==> src/rtl/mem_bus_arbiter_pkg.sv <==
`default_nettype none
// ============================================================================
//  mem_bus_arbiter_pkg
//  Shared state encoding, stall levels and sizing helper for the arbiter.
//  Rev 1.0
// ============================================================================
package mem_bus_arbiter_pkg;

    typedef enum logic [2:0] {
        ARB_IDLE     = 3'd0,
        ARB_IF_BUS   = 3'd1,
        ARB_MEM_BUS  = 3'd2,
        ARB_IF_DONE  = 3'd3,
        ARB_MEM_DONE = 3'd4
    } arb_state_e;

    localparam logic C_RST_ENABLE = 1'b1;
    localparam logic C_STOP       = 1'b1;
    localparam logic C_NO_STOP    = 1'b0;

    // Counter must reach TIMEOUT-1; never narrower than one bit.
    function automatic int wd_cnt_width(input int timeout);
        return (timeout > 2) ? $clog2(timeout) : 1;
    endfunction

endpackage
`default_nettype wire

==> src/rtl/mem_bus_arbiter_if.sv <==
`default_nettype none
// ============================================================================
//  mem_bus_arbiter_if
//  Wishbone-style single-port memory bus (combined cyc/stb).
//  Rev 1.0
// ============================================================================
interface mem_bus_arbiter_if #(
    parameter int ADDR_W = 32,
    parameter int DATA_W = 32
);
    logic              cyc_stb;
    logic              we;
    logic [3:0]        sel;
    logic [ADDR_W-1:0] addr;
    logic [DATA_W-1:0] wdata;
    logic [DATA_W-1:0] rdata;
    logic              ack;

    modport master (
        output cyc_stb, we, sel, addr, wdata,
        input  rdata, ack
    );

    modport slave (
        input  cyc_stb, we, sel, addr, wdata,
        output rdata, ack
    );
endinterface
`default_nettype wire

==> src/rtl/mem_bus_arbiter_watchdog.sv <==
`default_nettype none
// ============================================================================
//  mem_bus_arbiter_watchdog
//  Counts cycles of an open bus transaction; flags expiry at TIMEOUT-1.
//  Rev 1.0
// ============================================================================
module mem_bus_arbiter_watchdog
    import mem_bus_arbiter_pkg::*;
#(
    parameter int TIMEOUT = 64
) (
    input  wire logic clk,
    input  wire logic rst,
    input  wire logic en_i,
    input  wire logic clr_i,
    output logic      expire_o
);

    localparam int CNT_W = wd_cnt_width(TIMEOUT);

    if (TIMEOUT > 0) begin : g_wd_on
        logic [CNT_W-1:0] cnt_q;

        always_ff @(posedge clk) begin
            if (rst == C_RST_ENABLE || clr_i || !en_i) begin
                cnt_q <= '0;
            end else begin
                cnt_q <= cnt_q + CNT_W'(1);
            end
        end

        assign expire_o = en_i && (cnt_q == CNT_W'(TIMEOUT - 1));
    end else begin : g_wd_off
        logic w_unused;
        assign w_unused = ^{clk, rst, en_i, clr_i};
        assign expire_o = 1'b0;
    end

endmodule
`default_nettype wire

==> src/rtl/mem_bus_arbiter.sv <==
`default_nettype none
// ============================================================================
//  mem_bus_arbiter
//  Shares one memory bus between fetch (IF) and data (MEM); MEM has priority.
//  Rev 1.0
// ============================================================================
module mem_bus_arbiter
    import mem_bus_arbiter_pkg::*;
#(
    parameter int ADDR_W  = 32,
    parameter int DATA_W  = 32,
    parameter int TIMEOUT = 64
) (
    input  wire logic              clk,
    input  wire logic              rst,
    input  wire logic [5:0]        stall,
    input  wire logic              flush,
    input  wire logic              if_ce,
    input  wire logic [ADDR_W-1:0] if_addr,
    output logic      [DATA_W-1:0] if_rdata,
    input  wire logic              mem_ce,
    input  wire logic              mem_we,
    input  wire logic [3:0]        mem_sel,
    input  wire logic [ADDR_W-1:0] mem_addr,
    input  wire logic [DATA_W-1:0] mem_wdata,
    output logic      [DATA_W-1:0] mem_rdata,
    output logic                   stallreq_from_if,
    output logic                   stallreq_from_mem,
    mem_bus_arbiter_if.master      bus,
    output logic                   bus_timeout
);

    arb_state_e        state_q;
    logic              cyc_q;
    logic              we_q;
    logic [3:0]        sel_q;
    logic [ADDR_W-1:0] addr_q;
    logic [DATA_W-1:0] wdata_q;
    logic [DATA_W-1:0] if_rdata_q;
    logic [DATA_W-1:0] mem_rdata_q;
    logic              timeout_q;
    logic              flushed_q;

    logic              w_in_bus;
    logic              w_expire;
    logic              w_done;
    logic [DATA_W-1:0] w_result;
    logic              w_stall_unused;

    assign w_stall_unused = ^{stall[5], stall[3:2], stall[0]};

    assign w_in_bus = (state_q == ARB_IF_BUS) || (state_q == ARB_MEM_BUS);
    assign w_done   = bus.ack || w_expire;
    // An ack arriving in the abort cycle still counts as a normal completion.
    assign w_result = (bus.ack && !we_q) ? bus.rdata : '0;

    mem_bus_arbiter_watchdog #(
        .TIMEOUT (TIMEOUT)
    ) u_watchdog (
        .clk      (clk),
        .rst      (rst),
        .en_i     (w_in_bus),
        .clr_i    (w_in_bus && bus.ack),
        .expire_o (w_expire)
    );

    always_ff @(posedge clk) begin
        if (rst == C_RST_ENABLE) begin
            state_q     <= ARB_IDLE;
            cyc_q       <= 1'b0;
            we_q        <= 1'b0;
            sel_q       <= '0;
            addr_q      <= '0;
            wdata_q     <= '0;
            if_rdata_q  <= '0;
            mem_rdata_q <= '0;
            timeout_q   <= 1'b0;
            flushed_q   <= 1'b0;
        end else begin
            timeout_q <= 1'b0;
            case (state_q)
                ARB_IDLE: begin
                    flushed_q <= 1'b0;
                    if (mem_ce) begin
                        state_q <= ARB_MEM_BUS;
                        cyc_q   <= 1'b1;
                        we_q    <= mem_we;
                        sel_q   <= mem_sel;
                        addr_q  <= mem_addr;
                        wdata_q <= mem_wdata;
                    end else if (if_ce && !flush) begin
                        state_q <= ARB_IF_BUS;
                        cyc_q   <= 1'b1;
                        we_q    <= 1'b0;
                        sel_q   <= 4'hF;
                        addr_q  <= if_addr;
                        wdata_q <= '0;
                    end
                end
                ARB_IF_BUS: begin
                    // A flush never cuts the bus cycle short; it only voids the result.
                    if (flush) begin
                        flushed_q <= 1'b1;
                    end
                    if (w_done) begin
                        cyc_q     <= 1'b0;
                        timeout_q <= !bus.ack;
                        if (flush || flushed_q) begin
                            state_q <= ARB_IDLE;
                        end else begin
                            if_rdata_q <= w_result;
                            state_q    <= ARB_IF_DONE;
                        end
                    end
                end
                ARB_MEM_BUS: begin
                    if (w_done) begin
                        cyc_q       <= 1'b0;
                        timeout_q   <= !bus.ack;
                        mem_rdata_q <= w_result;
                        state_q     <= ARB_MEM_DONE;
                    end
                end
                ARB_IF_DONE: begin
                    if (flush || !stall[1]) begin
                        state_q <= ARB_IDLE;
                    end
                end
                ARB_MEM_DONE: begin
                    if (!stall[4]) begin
                        state_q <= ARB_IDLE;
                    end
                end
                default: begin
                    state_q <= ARB_IDLE;
                end
            endcase
        end
    end

    assign bus.cyc_stb = cyc_q;
    assign bus.we      = we_q;
    assign bus.sel     = sel_q;
    assign bus.addr    = addr_q;
    assign bus.wdata   = wdata_q;
    assign bus_timeout = timeout_q;
    assign if_rdata    = if_rdata_q;
    assign mem_rdata   = mem_rdata_q;

    assign stallreq_from_if  = (if_ce  && (state_q != ARB_IF_DONE))  ? C_STOP : C_NO_STOP;
    assign stallreq_from_mem = (mem_ce && (state_q != ARB_MEM_DONE)) ? C_STOP : C_NO_STOP;

endmodule
`default_nettype wire

==> src/flat_wrapper.sv <==
// flat-port wrapper written by rule: the top's interface ports become plain ports
module mem_bus_arbiter_flat import mem_bus_arbiter_pkg::*;
#(
    parameter int ADDR_W  = 32,
    parameter int DATA_W  = 32,
    parameter int TIMEOUT = 64
)
  (clk, rst, stall, flush, if_ce, if_addr, if_rdata, mem_ce, mem_we, mem_sel, mem_addr, mem_wdata, mem_rdata, stallreq_from_if, stallreq_from_mem, bus_timeout, bus_cyc_stb, bus_we, bus_sel, bus_addr, bus_wdata, bus_rdata, bus_ack);
  mem_bus_arbiter_if #(.ADDR_W(ADDR_W), .DATA_W(DATA_W)) bus_i ();
  input  wire logic clk;
  input  wire logic rst;
  input  wire logic [5:0] stall;
  input  wire logic flush;
  input  wire logic if_ce;
  input  wire logic [ADDR_W-1:0] if_addr;
  output logic      [DATA_W-1:0] if_rdata;
  input  wire logic mem_ce;
  input  wire logic mem_we;
  input  wire logic [3:0] mem_sel;
  input  wire logic [ADDR_W-1:0] mem_addr;
  input  wire logic [DATA_W-1:0] mem_wdata;
  output logic      [DATA_W-1:0] mem_rdata;
  output logic stallreq_from_if;
  output logic stallreq_from_mem;
  output logic bus_timeout;
  output wire logic [$bits(bus_i.cyc_stb)-1:0] bus_cyc_stb;
  output wire logic [$bits(bus_i.we)-1:0] bus_we;
  output wire logic [$bits(bus_i.sel)-1:0] bus_sel;
  output wire logic [$bits(bus_i.addr)-1:0] bus_addr;
  output wire logic [$bits(bus_i.wdata)-1:0] bus_wdata;
  input wire logic [$bits(bus_i.rdata)-1:0] bus_rdata;
  input wire logic [$bits(bus_i.ack)-1:0] bus_ack;
  assign bus_cyc_stb = bus_i.cyc_stb;
  assign bus_we = bus_i.we;
  assign bus_sel = bus_i.sel;
  assign bus_addr = bus_i.addr;
  assign bus_wdata = bus_i.wdata;
  assign bus_i.rdata = bus_rdata;
  assign bus_i.ack = bus_ack;
  mem_bus_arbiter #(.ADDR_W(ADDR_W), .DATA_W(DATA_W), .TIMEOUT(TIMEOUT)) u_core (.clk(clk), .rst(rst), .stall(stall), .flush(flush), .if_ce(if_ce), .if_addr(if_addr), .if_rdata(if_rdata), .mem_ce(mem_ce), .mem_we(mem_we), .mem_sel(mem_sel), .mem_addr(mem_addr), .mem_wdata(mem_wdata), .mem_rdata(mem_rdata), .stallreq_from_if(stallreq_from_if), .stallreq_from_mem(stallreq_from_mem), .bus(bus_i), .bus_timeout(bus_timeout));
endmodule
==> config.mk <==
export PLATFORM = sky130hd
export DESIGN_NAME = mem_bus_arbiter_flat
export DESIGN_NICKNAME = d
export VERILOG_FILES = /design/src/rtl/mem_bus_arbiter_pkg.sv /design/src/rtl/mem_bus_arbiter_if.sv /design/src/rtl/mem_bus_arbiter_watchdog.sv /design/src/rtl/mem_bus_arbiter.sv /design/src/flat_wrapper.sv
export SDC_FILE = /design/constraint.sdc
export NUM_CORES = 1
export LEC_CHECK = 0
export CELL_PAD_IN_SITES_DETAIL_PLACEMENT = 0
export CELL_PAD_IN_SITES_GLOBAL_PLACEMENT = 1
export CORE_ASPECT_RATIO = 1.5
export CORE_MARGIN = 4
export CORE_UTILIZATION = 32
export CTS_BUF_LIST = sky130_fd_sc_hd__clkbuf_4 sky130_fd_sc_hd__clkbuf_8
export CTS_CLUSTER_DIAMETER = 120
export DETAILED_ROUTE_END_ITERATION = 16
export GPL_TIMING_DRIVEN = 0
export PLACE_DENSITY = 0.95
export REMOVE_ABC_BUFFERS = 1
export SETUP_SLACK_MARGIN = 0.02
export SLEW_MARGIN = 10
export SYNTH_ARGS = -nofsm -noshare
export SYNTH_HDL_FRONTEND = slang
export SYNTH_SLANG_ARGS = --single-unit
==> constraint.sdc <==
create_clock -name clk -period 2.68 [get_ports clk]
set_input_delay 0.67 -clock clk [delete_from_list [all_inputs] [get_ports clk]]
set_output_delay 0.67 -clock clk [all_outputs]
set_load 0.02 [all_outputs]
==> flow_summary.toml <==
[hold_path]
whs_path_depth = 1
hold_end = "u_core.u_watchdog.g_wd_on.cnt_q[0]"
min-delay-start = "u_core.u_watchdog.g_wd_on.cnt_q[0]"
worst_hold_path_type = "register to register"

[cells_and_area]
final_cell_mix = "273 x clkdlybuf4s50_1, 145 x dfxtp_1, 79 x nor2_1"
stdcell_count = 1032
utilization = 0.527
final_common_cell = "clkdlybuf4s50_1"
antennaDiodeCount = 0
final_cell_area_sq_mm = 0.00895
multiInputGateArea_sq_mm = 0.00242
fill_cells = 1574
drive_above_1_share = 0.0681
nets = 955
seq_area_sq_mm = 0.00290
area_growth_pct = 60.3

[placed_design]
io_buffer_count = 277
dp.cells = 1000
hpwl_mm = 12.6
place_area_sq_mm = 0.00853
finalWeightedCongestion = 0.720
pre_cts_ws_ps = -124

[setup_path]
cp_data_arrival_time_ps = 1580
startpoint_type = "primary input"
slowest_delay_ps = 470
critPathTopFamily = "buffers and inverters"
crit_required_ps = 2010
r2r_cells = 4
cp_max_fo = 2
slowest_stage = "clkdlybuf4s50_1"
endpoint_kind = "primary output"
rrSetupSlack_ps = 540
rr_startpoint = "u_core.state_q[0]"
worst-setup-path-type = "primary input to primary output"
r2r_end = "u_core.if_rdata[13]"
cp_num_buf_inv = 2
crit_chain = "clkdlybuf4s50_1, a21boi_0, dlymetal6s2s_1"

[power_and_ir_drop]
power_density_mw_per_mm2 = 898
p_leak_nw = 3.23
vdd_drop_max_v = 0.000789

[logic_synthesis]
synthFlopType = "dfxtp_1"
yosys_register_bits = 145
synthArstFlopShare = 0
synthesis.area_sq_mm = 0.00558
synthCells = 563
synth_edf_count = 0
ys_top_cells_by_area = "dfxtp_1 52%, mux2i_1 6.1%, a32o_1 5.7%"
synth_largest_area_cell = "dfxtp_1"
yosys.area.top_type_share = 0.520
yosysWarnings = 0
avgSynthCellArea_sq_um = 9.92
ys_types = 45
yosysSeqAreaShare = 0.520

[global_route]
grt_max_degree = 72
grt_pass1_wl_mm = 27.0
grt.total_usage = 0.173
antenna_found_initial = 0
grt_pass1_vias = 5202
gr-total-overflow = 0

[sta]
max_slew_margin = 0.259
hold_viol = 0
setup_viol = 0
rsz0062_at_grt = "no"
timing.fmax_mhz = 443
fin_crit_ps = 2250
skew_ps = 10.2
finalMaxSlewViolations = 0
worst_pin_slew_ps = 1110
fin_crit_sh = 0.841
finalWorstSetupSlack_ps = 425

[route]
vias_per_cell = 5.14
drtIter0Drc = 354
drcViolationCount = 0
wl_per_cell_um = 17.0
first_pass_iters = 4
detail-route-antenna-nets = 0
num_vias = 5307
drt_wl_total_mm = 17.6

[clock_tree]
cts_tree = "done"
cts-root-buf = "clkbuf_8"
clkTransAtPathRegs_ps = 80
cts_buffer_depth = 2
clk_latency_ps = 430
post_cts_buffers = 0
numCtsBuffers = 17
cts_sinks = 145
htreeDepth = 4

[floorplan]
io_pins = 282
rows = 58
dieArea_sq_mm = 0.0197
chipHeight_um = 170
start_util = 0.329
die_w_um = 116
core_sq_mm = 0.0170

[run]
drv_cap = 0

[outcome]
status = "completed"
-- cell usage after synthesis (all sizes together), types with 3 or more instances --
master and n:
dfxtp 145, nor2 80, a21oi 35, o21ai 35
mux2i 34, a211oi 33, a22oi 33, a32o 32
nand4 32, clkbuf 30, buf 26, nand2 5
nor2b 4, o22ai 4, xnor2 4, nor3 3
or3 3
-- power by group --
group          leakage, nW  switching, W  internal (W)
Sequential            1.18      0.000270       0.00259
Clock                0.213      0.000851      0.000935
Combinational         1.84       0.00190       0.00149
Total                 3.23       0.00302       0.00502
-- repair_timing --
item | in CTS | in global routing
cloned | 0 | 0
gates resized for setup | 1 | 2
pin swaps | 0 | 0
hold buffers | 0 | 0
setup endpoints to repair | 1 | 2
-- worst max path at each step --
stage                       start                  end  slack [ps]  cells past startpoint
final                       if_ce     stallreq_from_if         430                      3
after global routing       mem_ce    stallreq_from_mem         310                      4
after CTS                   if_ce     stallreq_from_if          30                      3
after detailed placement   mem_ce    stallreq_from_mem        -120                      4
after global placement        rst  u_core.if_rdata[22]       -4550                      3
after floorplan           bus_ack  u_core.mem_rdata[0]        -430                      4
-- metrics by stage --
stage,total power (W),TNS [ps],hold slack (ps)
2_1_floorplan,0.00466,-27120,418
6_report,0.00804,0,460
3_3_place_gp,0.00616,-404950,430
4_1_cts,0.00816,0,463
5_1_grt,0.00854,0,483
3_5_place_dp,0.00633,-124,444
-- sequential cells by signal (all words and copies together) (netlist names) --
name                             flops
u_core.flushed_q                     1
u_core.bus.sel                       4
u_core.mem_rdata                    32
u_core.bus.addr                     32
u_core.bus.cyc_stb                   1
u_core.state_q                       3
u_core.if_rdata                     32
u_core.u_watchdog.g_wd_on.cnt_q      6
u_core.bus.wdata                    32
u_core.bus.we                        1
u_core.bus_timeout                   1
-- cell families after synthesis --
logic type / synth area share
AND/OR/NAND/NOR: 0.123
multiplexers: 0.0610
buffers and inverters: 0.0589
adder cells (fa/ha/maj): 0.00224
XOR/XNOR: 0.00784
AO/OA/AOI/OAI: 0.227
flip-flops: 0.520
-- area by class of cell --
type / count / area share
clock buffers: 21 / 0.0323
clock inverters: 11 / 0.0141
inverters: 2 / 0.000839
multi-input cells: 358 / 0.270
flip-flops and latches: 145 / 0.324
well taps: 210 / 0.0294
repair buffers: 285 / 0.329
-- per-layer routing --
layer  GRT usage  vias up  share of wire
li1            -     2590              -
met2       0.306      215           0.52
met1       0.187     2481           0.37
met3      0.0660       21          0.087
met5           0        -              0
met4      0.0601        0          0.018
(Power assumes the default switching activity.)
